$ cat src/rtl/instr_loader_pkg.sv
// Shared constants for the program loader: FSM state encoding and stream framing.
package instr_loader_pkg;

  // Loader FSM state encoding.
  localparam logic [2:0] StIdle  = 3'd0;
  localparam logic [2:0] StHdrHi = 3'd1;
  localparam logic [2:0] StHdrLo = 3'd2;
  localparam logic [2:0] StData  = 3'd3;
  localparam logic [2:0] StDone  = 3'd4;
  localparam logic [2:0] StErr   = 3'd5;

  // Stream framing: a 2-byte word count header, then 4-byte big-endian words.
  localparam int unsigned HdrBytes  = 2;
  localparam int unsigned WordBytes = 4;

endpackage

$ cat src/rtl/instr_loader.sv
// Streams a length-prefixed program into instruction memory and holds the CPU
// in reset until a complete, valid image has been written.
module instr_loader
  import instr_loader_pkg::*;
#(
  parameter int unsigned DEPTH = 1024,
  parameter int unsigned AW    = 10
) (
  input  logic          clk,
  input  logic          rst,
  input  logic          start,
  input  logic [7:0]    byte_in,
  input  logic          byte_valid,
  output logic          byte_ready,
  output logic          imem_we,
  output logic [AW-1:0] imem_addr,
  output logic [31:0]   imem_wdata,
  output logic          cpu_rst,
  output logic          busy,
  output logic          done,
  output logic          error
);

  logic [2:0]    state_q, state_d;
  logic [15:0]   n_q, n_d;         // word count from the header
  logic [15:0]   wcnt_q, wcnt_d;   // words written so far
  logic [AW-1:0] addr_q, addr_d;
  logic [1:0]    bcnt_q, bcnt_d;   // byte position within the current word
  logic [31:0]   sr_q, sr_d;       // word assembly shift register
  logic [31:0]   wdata_q, wdata_d; // held separately so imem_wdata stays stable
  logic          we_q, we_d;

  logic          in_load;
  logic          accept;
  logic [15:0]   n_full;
  logic [15:0]   wcnt_inc;

  // Status decode from the current state; the write cycle blocks byte intake.
  always_comb begin
    in_load    = (state_q == StHdrHi) || (state_q == StHdrLo) || (state_q == StData);
    byte_ready = in_load && !we_q;
    accept     = byte_valid && byte_ready;
    busy       = in_load;
    done       = (state_q == StDone);
    error      = (state_q == StErr);
    cpu_rst    = (state_q != StDone);
    imem_we    = we_q;
    imem_addr  = addr_q;
    imem_wdata = wdata_q;
  end

  // Next-state logic for the loader FSM and its datapath.
  always_comb begin
    state_d  = state_q;
    n_d      = n_q;
    wcnt_d   = wcnt_q;
    addr_d   = addr_q;
    bcnt_d   = bcnt_q;
    sr_d     = sr_q;
    wdata_d  = wdata_q;
    we_d     = 1'b0;
    n_full   = {n_q[15:8], byte_in};
    wcnt_inc = wcnt_q + 16'd1;

    case (state_q)
      StIdle, StDone, StErr: begin
        if (start) begin
          state_d = StHdrHi;
          n_d     = '0;
          wcnt_d  = '0;
          addr_d  = '0;
          bcnt_d  = '0;
          sr_d    = '0;
        end
      end

      StHdrHi: begin
        if (accept) begin
          n_d[15:8] = byte_in;
          state_d   = StHdrLo;
        end
      end

      StHdrLo: begin
        if (accept) begin
          n_d[7:0] = byte_in;
          if (n_full == 16'd0) begin
            state_d = StDone;
          end else if ({16'd0, n_full} > DEPTH) begin
            // Image would not fit; reject before touching memory.
            state_d = StErr;
          end else begin
            state_d = StData;
          end
        end
      end

      StData: begin
        if (we_q) begin
          // Write cycle: advance address and count, finish after the last word.
          addr_d = addr_q + AW'(1);
          wcnt_d = wcnt_inc;
          if (wcnt_inc == n_q) begin
            state_d = StDone;
          end
        end else if (accept) begin
          sr_d   = {sr_q[23:0], byte_in};
          bcnt_d = bcnt_q + 2'd1;
          if (bcnt_q == 2'(WordBytes - 1)) begin
            we_d    = 1'b1;
            wdata_d = {sr_q[23:0], byte_in};
          end
        end
      end

      default: state_d = StIdle;
    endcase
  end

  // State registers with synchronous reset.
  always_ff @(posedge clk) begin
    if (rst) begin
      state_q <= StIdle;
      n_q     <= '0;
      wcnt_q  <= '0;
      addr_q  <= '0;
      bcnt_q  <= '0;
      sr_q    <= '0;
      wdata_q <= '0;
      we_q    <= 1'b0;
    end else begin
      state_q <= state_d;
      n_q     <= n_d;
      wcnt_q  <= wcnt_d;
      addr_q  <= addr_d;
      bcnt_q  <= bcnt_d;
      sr_q    <= sr_d;
      wdata_q <= wdata_d;
      we_q    <= we_d;
    end
  end

endmodule
$ cat config.mk
export PLATFORM = sky130hd
export DESIGN_NAME = instr_loader
export DESIGN_NICKNAME = d
export VERILOG_FILES = /design/src/rtl/instr_loader_pkg.sv /design/src/rtl/instr_loader.sv
export SDC_FILE = /design/constraint.sdc
export NUM_CORES = 1
export LEC_CHECK = 0
export CORE_UTILIZATION = 30
export DETAILED_ROUTE_END_ITERATION = 12
export GPL_TIMING_DRIVEN = 0
export PLACE_DENSITY = 0.51
export SLEW_MARGIN = 20
export SYNTH_ARGS = -nofsm -noshare
export SYNTH_HDL_FRONTEND = slang
export SYNTH_SLANG_ARGS = --single-unit
$ cat constraint.sdc
create_clock -name clk -period 3.55 [get_ports clk]
set_clock_uncertainty 0.15 [all_clocks]
set_input_delay 0.71 -clock clk [delete_from_list [all_inputs] [get_ports clk]]
set_output_delay 0.71 -clock clk [all_outputs]
set_load 0.01 [all_outputs]
==> results of run 1 <==
-- sequential cells by signal, indices dropped and copies added, names as in the netlist --
signal	flops
imem_we	1
bcnt_q	2
imem_addr	10
wcnt_q	16
imem_wdata	32
state_q	3
sr_q	24
n_q	16
-- cells in the mapped netlist (all sizes together) (4+ instances only) --
library cell,number
nand2,105
dfxtp,104
a21oi,86
nor2,55
nand3,36
clkbuf,32
o21ai,26
nor3,14
xnor2,14
a22oi,12
and3,12
xor2,11
buf,9
nand4,9
nor4,9
inv,8
nand2b,5
nor2b,4
or3,4
-- worst max path at each step --
stage / endpoint / slack [ps] / depth (start not counted)
global route: byte_ready / 180 / 5
global placement: state_q[2]$_SDFFE_PP0P_ / 490 / 7
finish: byte_ready / 370 / 5
detailed placement: state_q[2]$_SDFFE_PP0P_ / 450 / 7
floorplan: state_q[0]$_SDFFE_PP0P_ / 1300 / 7
CTS: byte_ready / 360 / 5
-- logic make-up after synthesis --
| family | count (synthesis) | share of synthesized area |
|---|---|---|
| simple gates | 265 | 0.2712 |
| flops | 104 | 0.4415 |
| buf+inv | 49 | 0.04192 |
| mux | 2 | 0.004245 |
| compound gates | 151 | 0.1868 |
| fa+ha+maj | 3 | 0.007961 |
| xor+xnor | 25 | 0.04643 |
-- layout make-up --
type                       instances  area share
buffer                            41     0.02855
clock buffer                      10     0.04069
clock inverter                     6     0.01257
inverter                           8    0.005113
multi-input combinational        446      0.4148
sequential                       104      0.3545
tap                              211     0.04495
timing repair buffer              58     0.09885
-- report_power, final --
group | switching, uW | internal (uW) | leakage, uW
clock | 485 | 578 | 0.000153
sequential | 36.3 | 1200 | 0.000838
combinational | 428 | 208 | 0.000991
total | 949 | 1990 | 0.00198
-- worst reg2reg max path, cell delays in order (launching register included) --
cell and delay (ps):
dfxtp_1 440, ha_1 320, nand3_4 180, nor4_4 440, a21boi_2 220, o2111ai_1 140
nor4_2 470, o311a_1 210
-- metrics by stage --
stage               utilization  hold WS, ps  instances  power [uW]  worst slack (ps)
floorplan                     -        282.1        599        1681              1305
CTS                      0.3849        309.8        884        2967             357.6
global placement         0.3644        298.0        868        1889             486.8
detailed placement       0.3644        299.3        868        1898             454.7
finish                   0.3849        305.3        884        2936             372.0
global route             0.3849        325.1        884        3086             179.1
-- metal layers --
metal | global-route usage | up-vias | share of wire
met1 | 0.2082 | 2068 | 0.46
li1 | - | 2239 | -
met2 | 0.2899 | 91 | 0.49
met3 | 0.03308 | 17 | 0.038
met5 | 0 | - | 0
met4 | 0.05392 | 0 | 0.018
==> out/metrics.csv, run 1 <==
stage,metric,value,unit
place,Port Buffers,58,
clocking,Post-CTS Setup Inserts,0,
drt,Initial DRC Count,302,
logic_synthesis,"Avg Cell Area, Syn",7.873,sq um
critical_path,reg2reg end,state_q[2]$_SDFFE_PP0P_,
critical_path,CP Launch Type,register,
place,HPWL after DPL,9.623,mm
clocking,"Reg clk slew, reported paths",70,ps
critical_path,flop-to-flop setup slack,920,ps
logic_synthesis,post-synth top area cell,dfxtp_1,
timing,final hold violations,0,
timing,minimum clock period,3178,ps
logic_synthesis,share of the synthesized area in the top cell type,0.4415,
timing,measured slew at the worst slew-check pin,664.0,ps
grt,largest net degree at the start of global routing,19,
critical_path,"slowest stage cell, crit path",clkdlybuf4s50_1,
logic_synthesis,"Cell Area, Synth",4716,sq um
critical_path,"Arr. time, crit path",2320,ps
clocking,Post-CTS Resized,0,
hold_path,hold endpoint,imem_wdata[27]$_SDFFE_PP0P_,
critical_path,type of the worst setup path,reg2out,
clocking,H-Tree Depth,3,
final_layout,antenna cells,0,
logic_synthesis,synth unique cells,55,
logic_synthesis,Post-synth EDFFs,0,
logic_synthesis,Synth warnings,0,
power_and_ir_drop,Max VDD drop,340.6,uV
final_layout,Fillers,1584,
die,overall die width,127.4,um
drt,Routed WL,13.16,mm
grt,gr ovfl total,0,
drt,ANT nets after route,0,
clocking,Post-CTS Hold Buffers,0,
clocking,clock tree sinks,104,
final_layout,multi-input gate area in the final layout,2436,sq um
grt,initial antenna violation count,0,
timing,final setup TNS,0,ps
drt,Via Count,4415,
timing,Tcrit/Tclk final,0.8952,
clocking,maximum clock path buffer count,2,
clocking,CTS Buf Count,9,
timing,Rel. slew slack,0.5573,
critical_path,"slowest stage delay, CP",560,ps
die,core area,15260,sq um
critical_path,critical path startpoint,state_q[1]$_SDFFE_PP0P_,
drt,Vias/cell,4.994,
run,MaxCap Viol Count,0,
die,area of the die,16220,sq um
final_layout,"commonest non-fill, non-tap cell in the layout",nand2_1,
logic_synthesis,Main synth FF type,dfxtp_1,
logic_synthesis,fraction of registers with async set/reset,0,
die,# rows,45,
clocking,CTS tree,yes,
final_layout,register area,2082,sq um
logic_synthesis,synthesized net count,614,
logic_synthesis,register bit total from synthesis,104,
critical_path,"critical path, cell by cell","buf_1, clkbuf_1, nor2_1, nor3_1, clkdlybuf4s50_1",
critical_path,RR Startpoint,wcnt_q[0]$_SDFFE_PP0P_,
grt,vias in the first global route,4115,
place,placed inst area,5560,sq um
power_and_ir_drop,PwrDens,499.9,nW/um^2
critical_path,crit end category,output pin,
timing,Final Slew Violations,0,
drt,wire per inst,14.88,um
run_status,status,"complete, no violations",
hold_path,Min-Delay Path Class,reg2reg,
timing,Max Clk Rate,0.3147,GHz
drt,DRT Pass-1 Iters,6,
hold_path,hold-critical path depth,2,
grt,GRT Total Usage,0.1675,
die,initial core utilization,0.3091,
final_layout,"Design Area, Final",5873,sq um
critical_path,Worst Path Required,2690,ps
hold_path,Hold Startpoint,imem_wdata[27]$_SDFFE_PP0P_,
place,routability congestion estimate,0.8553,
critical_path,kind of cell adding the most delay to the critical path,buffers and inverters,
timing,endpoints failing setup,0,
die,Die Ht,127.4,um
clocking,Root Buffer,clkbuf_16,
logic_synthesis,sequential area share after synthesis,0.4415,
die,io pins,60,
critical_path,Worst R2R Path Depth,7,
final_layout,share of layout cells above drive strength 1,0.05201,
timing,RSZ-0062 raised after global routing,false,
critical_path,WP buf/inv,3,
final_layout,P&R area growth vs syn,24.54,%
final_layout,most frequent cells in the layout,"nand2_1, dfxtp_1, a21oi_1",
grt,global-route wire length before repair,21.33,mm
drt,# DRC,0,
final_layout,Final nets,683,
critical_path,CP Max Fanout,10,
power_and_ir_drop,Leak Pwr,0.001982,uW
clocking,worst skew pair latency,350,ps
logic_synthesis,Synth area leaders,"dfxtp_1, a21oi_1, nand2_1",
logic_synthesis,Syn Inst Count,599,
Power figures use the tool's default switching activity.
==> run 2: changes to the inputs <==
--- a/config.mk
+++ b/config.mk
@@ -5,10 +5,12 @@
 export SDC_FILE = /design/constraint.sdc
 export NUM_CORES = 1
 export LEC_CHECK = 0
+export ABC_AREA = 1
+export CORE_ASPECT_RATIO = 0.7
 export CORE_UTILIZATION = 30
 export DETAILED_ROUTE_END_ITERATION = 12
 export GPL_TIMING_DRIVEN = 0
-export PLACE_DENSITY = 0.51
+export PLACE_DENSITY = 0.5
 export SLEW_MARGIN = 20
 export SYNTH_ARGS = -nofsm -noshare
 export SYNTH_HDL_FRONTEND = slang
==> run 2 against run 1 <==
  * Hold slack worse by 9.8 ps
  * Combinational power rose by 110%
  * Setup slack better by 560 ps
  * Critical path depth rose by 9
  * First-iteration DRC count shrank 9.6%
  * Wire length rose by 5.5%
  * Power grew 27%
  * Clock-buffer cell count is 1 higher
  * Die area grew 2.3%
==> out/metrics.csv, run 2 <==
stage,metric,value,unit,change
die,area of the die,16600,sq um,was 16220 sq um
power_and_ir_drop,Leak Pwr,0.002192,uW,was 0.001982 uW
logic_synthesis,XOR/XNOR Fraction of Synth Area,0.005447,,was 0.04643
die,core area,15600,sq um,was 15260 sq um
logic_synthesis,adder-cell share of the synthesized area,0.007782,,was 0.007960
clocking,Post-CTS Resized,0,,unchanged
critical_path,crit end category,register,,was output pin
clocking,Post-CTS Setup Inserts,0,,unchanged
die,Die Ht,108.1,um,was 127.4 um
logic_synthesis,Synth area leaders,"dfxtp_1, a21oi_1, nand2_1",,unchanged
die,initial core utilization,0.3093,,was 0.3091
drt,wire per inst,14.45,um,was 14.88 um
drt,Vias/cell,4.866,,was 4.994
logic_synthesis,Post-synth EDFFs,0,,unchanged
die,io pins,60,,unchanged
run,MaxCap Viol Count,0,,unchanged
logic_synthesis,post-synth top area cell,dfxtp_1,,unchanged
logic_synthesis,Synth warnings,0,,unchanged
drt,Initial DRC Count,273,,was 302
logic_synthesis,"top cells by count, synth","nand2_1, dfxtp_1, a21oi_1, inv_1, nor2_1",,"was nand2_1, dfxtp_1, a21oi_1, nor2_1, nand3_1"
grt,largest net degree at the start of global routing,18,,was 19
timing,RSZ-0062 raised after global routing,false,,unchanged
timing,endpoints failing setup,0,,unchanged
final_layout,"commonest non-fill, non-tap cell in the layout",nand2_1,,unchanged
clocking,CTS Buf Count,9,,unchanged
drt,DRT Pass-1 Iters,5,,was 6
clocking,maximum clock path buffer count,2,,unchanged
final_layout,fin cells,961,,was 884
drt,Via Count,4676,,was 4415
place,routability congestion estimate,0.8929,,was 0.8553
place,placed cell count,945,,was 868
grt,layer with the highest usage,met1,,was met2
final_layout,share of layout cells above drive strength 1,0.06702,,was 0.05201
logic_synthesis,Synth Area in Simple Gates,0.2454,,was 0.2712
timing,hold_ws,295.5,ps,was 305.3 ps
grt,GRT met1 Usage,0.2648,,was 0.2082
clocking,Post-CTS Hold Buffers,0,,unchanged
grt,global-route wire length before repair,22.27,mm,was 21.33 mm
logic_synthesis,Synth Area in Compound Gates,0.2106,,was 0.1868
final_layout,max reg flops,32,,unchanged
timing,final setup TNS,0,ps,unchanged
critical_path,type of the worst setup path,reg2reg,,was reg2out
logic_synthesis,"Avg Cell Area, Syn",7.021,sq um,was 7.873 sq um
logic_synthesis,share of the synthesized area in the top cell type,0.4316,,was 0.4415
logic_synthesis,register bit total from synthesis,104,,unchanged
die,# rows,38,,was 45
logic_synthesis,Main synth FF type,dfxtp_1,,unchanged
power_and_ir_drop,Max VDD drop,457.9,uV,was 340.6 uV
drt,ANT nets after route,0,,unchanged
clocking,H-Tree Depth,3,,unchanged
power_and_ir_drop,PwrDens,630.2,nW/um^2,was 499.9 nW/um^2
logic_synthesis,"count leader, synth",nand2_1,,unchanged
grt,gr ovfl total,0,,unchanged
grt,vias in the first global route,4264,,was 4115
drt,# DRC,0,,unchanged
timing,Rel. slew slack,0.5212,,was 0.5573
grt,GRT Total Usage,0.1721,,was 0.1675
logic_synthesis,synth unique cells,34,,was 55
final_layout,Final nets,771,,was 683
final_layout,P&R area growth vs syn,23.09,%,was 24.54%
clocking,"Reg clk slew, reported paths",70,ps,about the same
place,Port Buffers,58,,unchanged
place,HPWL after DPL,10.47,mm,was 9.623 mm
final_layout,most frequent cells in the layout,"nand2_1, dfxtp_1, a21oi_1",,unchanged
timing,Final Slew Violations,0,,unchanged
final_layout,antenna cells,0,,unchanged
grt,M3 GR Usage,0.03607,,was 0.03308
critical_path,CP Launch Type,register,,unchanged
timing,minimum clock period,2620,ps,was 3178 ps
clocking,clock tree sinks,104,,unchanged
logic_synthesis,largest family of logic cells by synthesized area,simple AND/OR/NAND/NOR gates,,unchanged
die,overall die width,153.6,um,was 127.4 um
run_status,status,"complete, no violations",,unchanged
timing,Max Clk Rate,0.3817,GHz,was 0.3147 GHz
logic_synthesis,"Cell Area, Synth",4823,sq um,was 4716 sq um
timing,Tcrit/Tclk final,0.7379,,was 0.8952
grt,initial antenna violation count,0,,unchanged
hold_path,Min-Delay Path Class,reg2reg,,unchanged
clocking,Root Buffer,clkbuf_16,,unchanged
logic_synthesis,post-synthesis mux area share,0,,was 0.004245
critical_path,Worst Path Required,3650,ps,was 2690 ps
critical_path,CP Max Fanout,9,,was 10
clocking,CTS tree,yes,,unchanged
clocking,worst skew pair latency,350,ps,about the same
logic_synthesis,fraction of registers with async set/reset,0,,unchanged
drt,Routed WL,13.88,mm,was 13.16 mm
logic_synthesis,sequential area share after synthesis,0.4316,,was 0.4415
grt,GR Layer Usage met2,0.2393,,was 0.2899
final_layout,final core occ,0.3807,,was 0.3849
logic_synthesis,synthesized net count,702,,was 614
critical_path,"Arr. time, crit path",2720,ps,was 2320 ps
timing,final hold violations,0,,unchanged
logic_synthesis,Syn Inst Count,687,,was 599
timing,measured slew at the worst slew-check pin,715.5,ps,was 664.0 ps
## run 2: changes by cell type after synthesis, sizes merged, moves of 8 or more
cell    before  now
inv          8   96
o21ai       26   65
xor2        11    2
clkbuf      32   15
nor2        55   79
nand2      105  117
a21oi       86   94
nand3       36   53
and3        12    0
xnor2       14    1
## run 2: worst max-delay path, stage by stage (launching register included)
cell	delay, ps
dfxtp_1	510
ha_1	250
nand2_1	90
nor2_2	350
nand3_1	160
nand3_1	110
nand2_1	50
nor2_1	110
nand3_1	140
nor2_1	130
nand3_1	100
nand2_1	150
nand3_1	110
nand2_1	70
inv_1	40
## run 2: per-layer routing
layer	share of wire	wire length, um
met2	0.38	5339
met3	0.056	771
met4	0.0066	91
met5	0	0
met1	0.55	7678
## run 2: worst paths after layout
check / endpoint / depth (start not counted) / from / slack, ps
worst max-delay path: state_q[0]$_SDFFE_PP0P_ / 14 / wcnt_q[0]$_SDFFE_PP0P_ / 930
worst min-delay path: imem_wdata[22]$_SDFFE_PP0P_ / 2 / imem_wdata[22]$_SDFFE_PP0P_ / 300
worst max register to register: state_q[0]$_SDFFE_PP0P_ / 14 / wcnt_q[0]$_SDFFE_PP0P_ / 930
worst min register to register: imem_wdata[22]$_SDFFE_PP0P_ / 2 / imem_wdata[22]$_SDFFE_PP0P_ / 300
## run 2: logic make-up (layout without fill, tap and decap cells)
group | after synthesis | count (layout)
compound gates | 181 | 181
xor+xnor | 3 | 3
fa+ha+maj | 3 | 3
buf+inv | 123 | 197
flops | 104 | 104
simple gates | 273 | 273
## run 2: final cells by class
type                            count  area [sq um]
Inverter                           96         360.3
Clock inverter                      5         40.04
Multi-Input combinational cell    460          2263
Fill cell                        1655          9658
Sequential cell                   104          2082
Buffer                             27         117.6
Clock buffer                       11         242.7
Tap cell                          200         250.2
Timing Repair Buffer               58         580.6
## run 2: power breakdown
group / total (uW) / leakage [uW] / internal (uW) / switching [uW]
clock: 961 / 0.000128 / 500 / 461
sequential: 1450 / 0.000844 / 1320 / 131
combinational: 1330 / 0.00122 / 447 / 880
total: 3740 / 0.00219 / 2270 / 1470
## run 2: per-stage QoR
stage	setup slack [ps]	cell area [sq um]	total power [uW]
final	930.3	5937	3742
after global routing	730.1	5937	3989
after CTS	934.3	5937	3760
after detailed placement	887.6	5654	2785
after global placement	887.1	5654	2766
after floorplan	1584	4823	2382
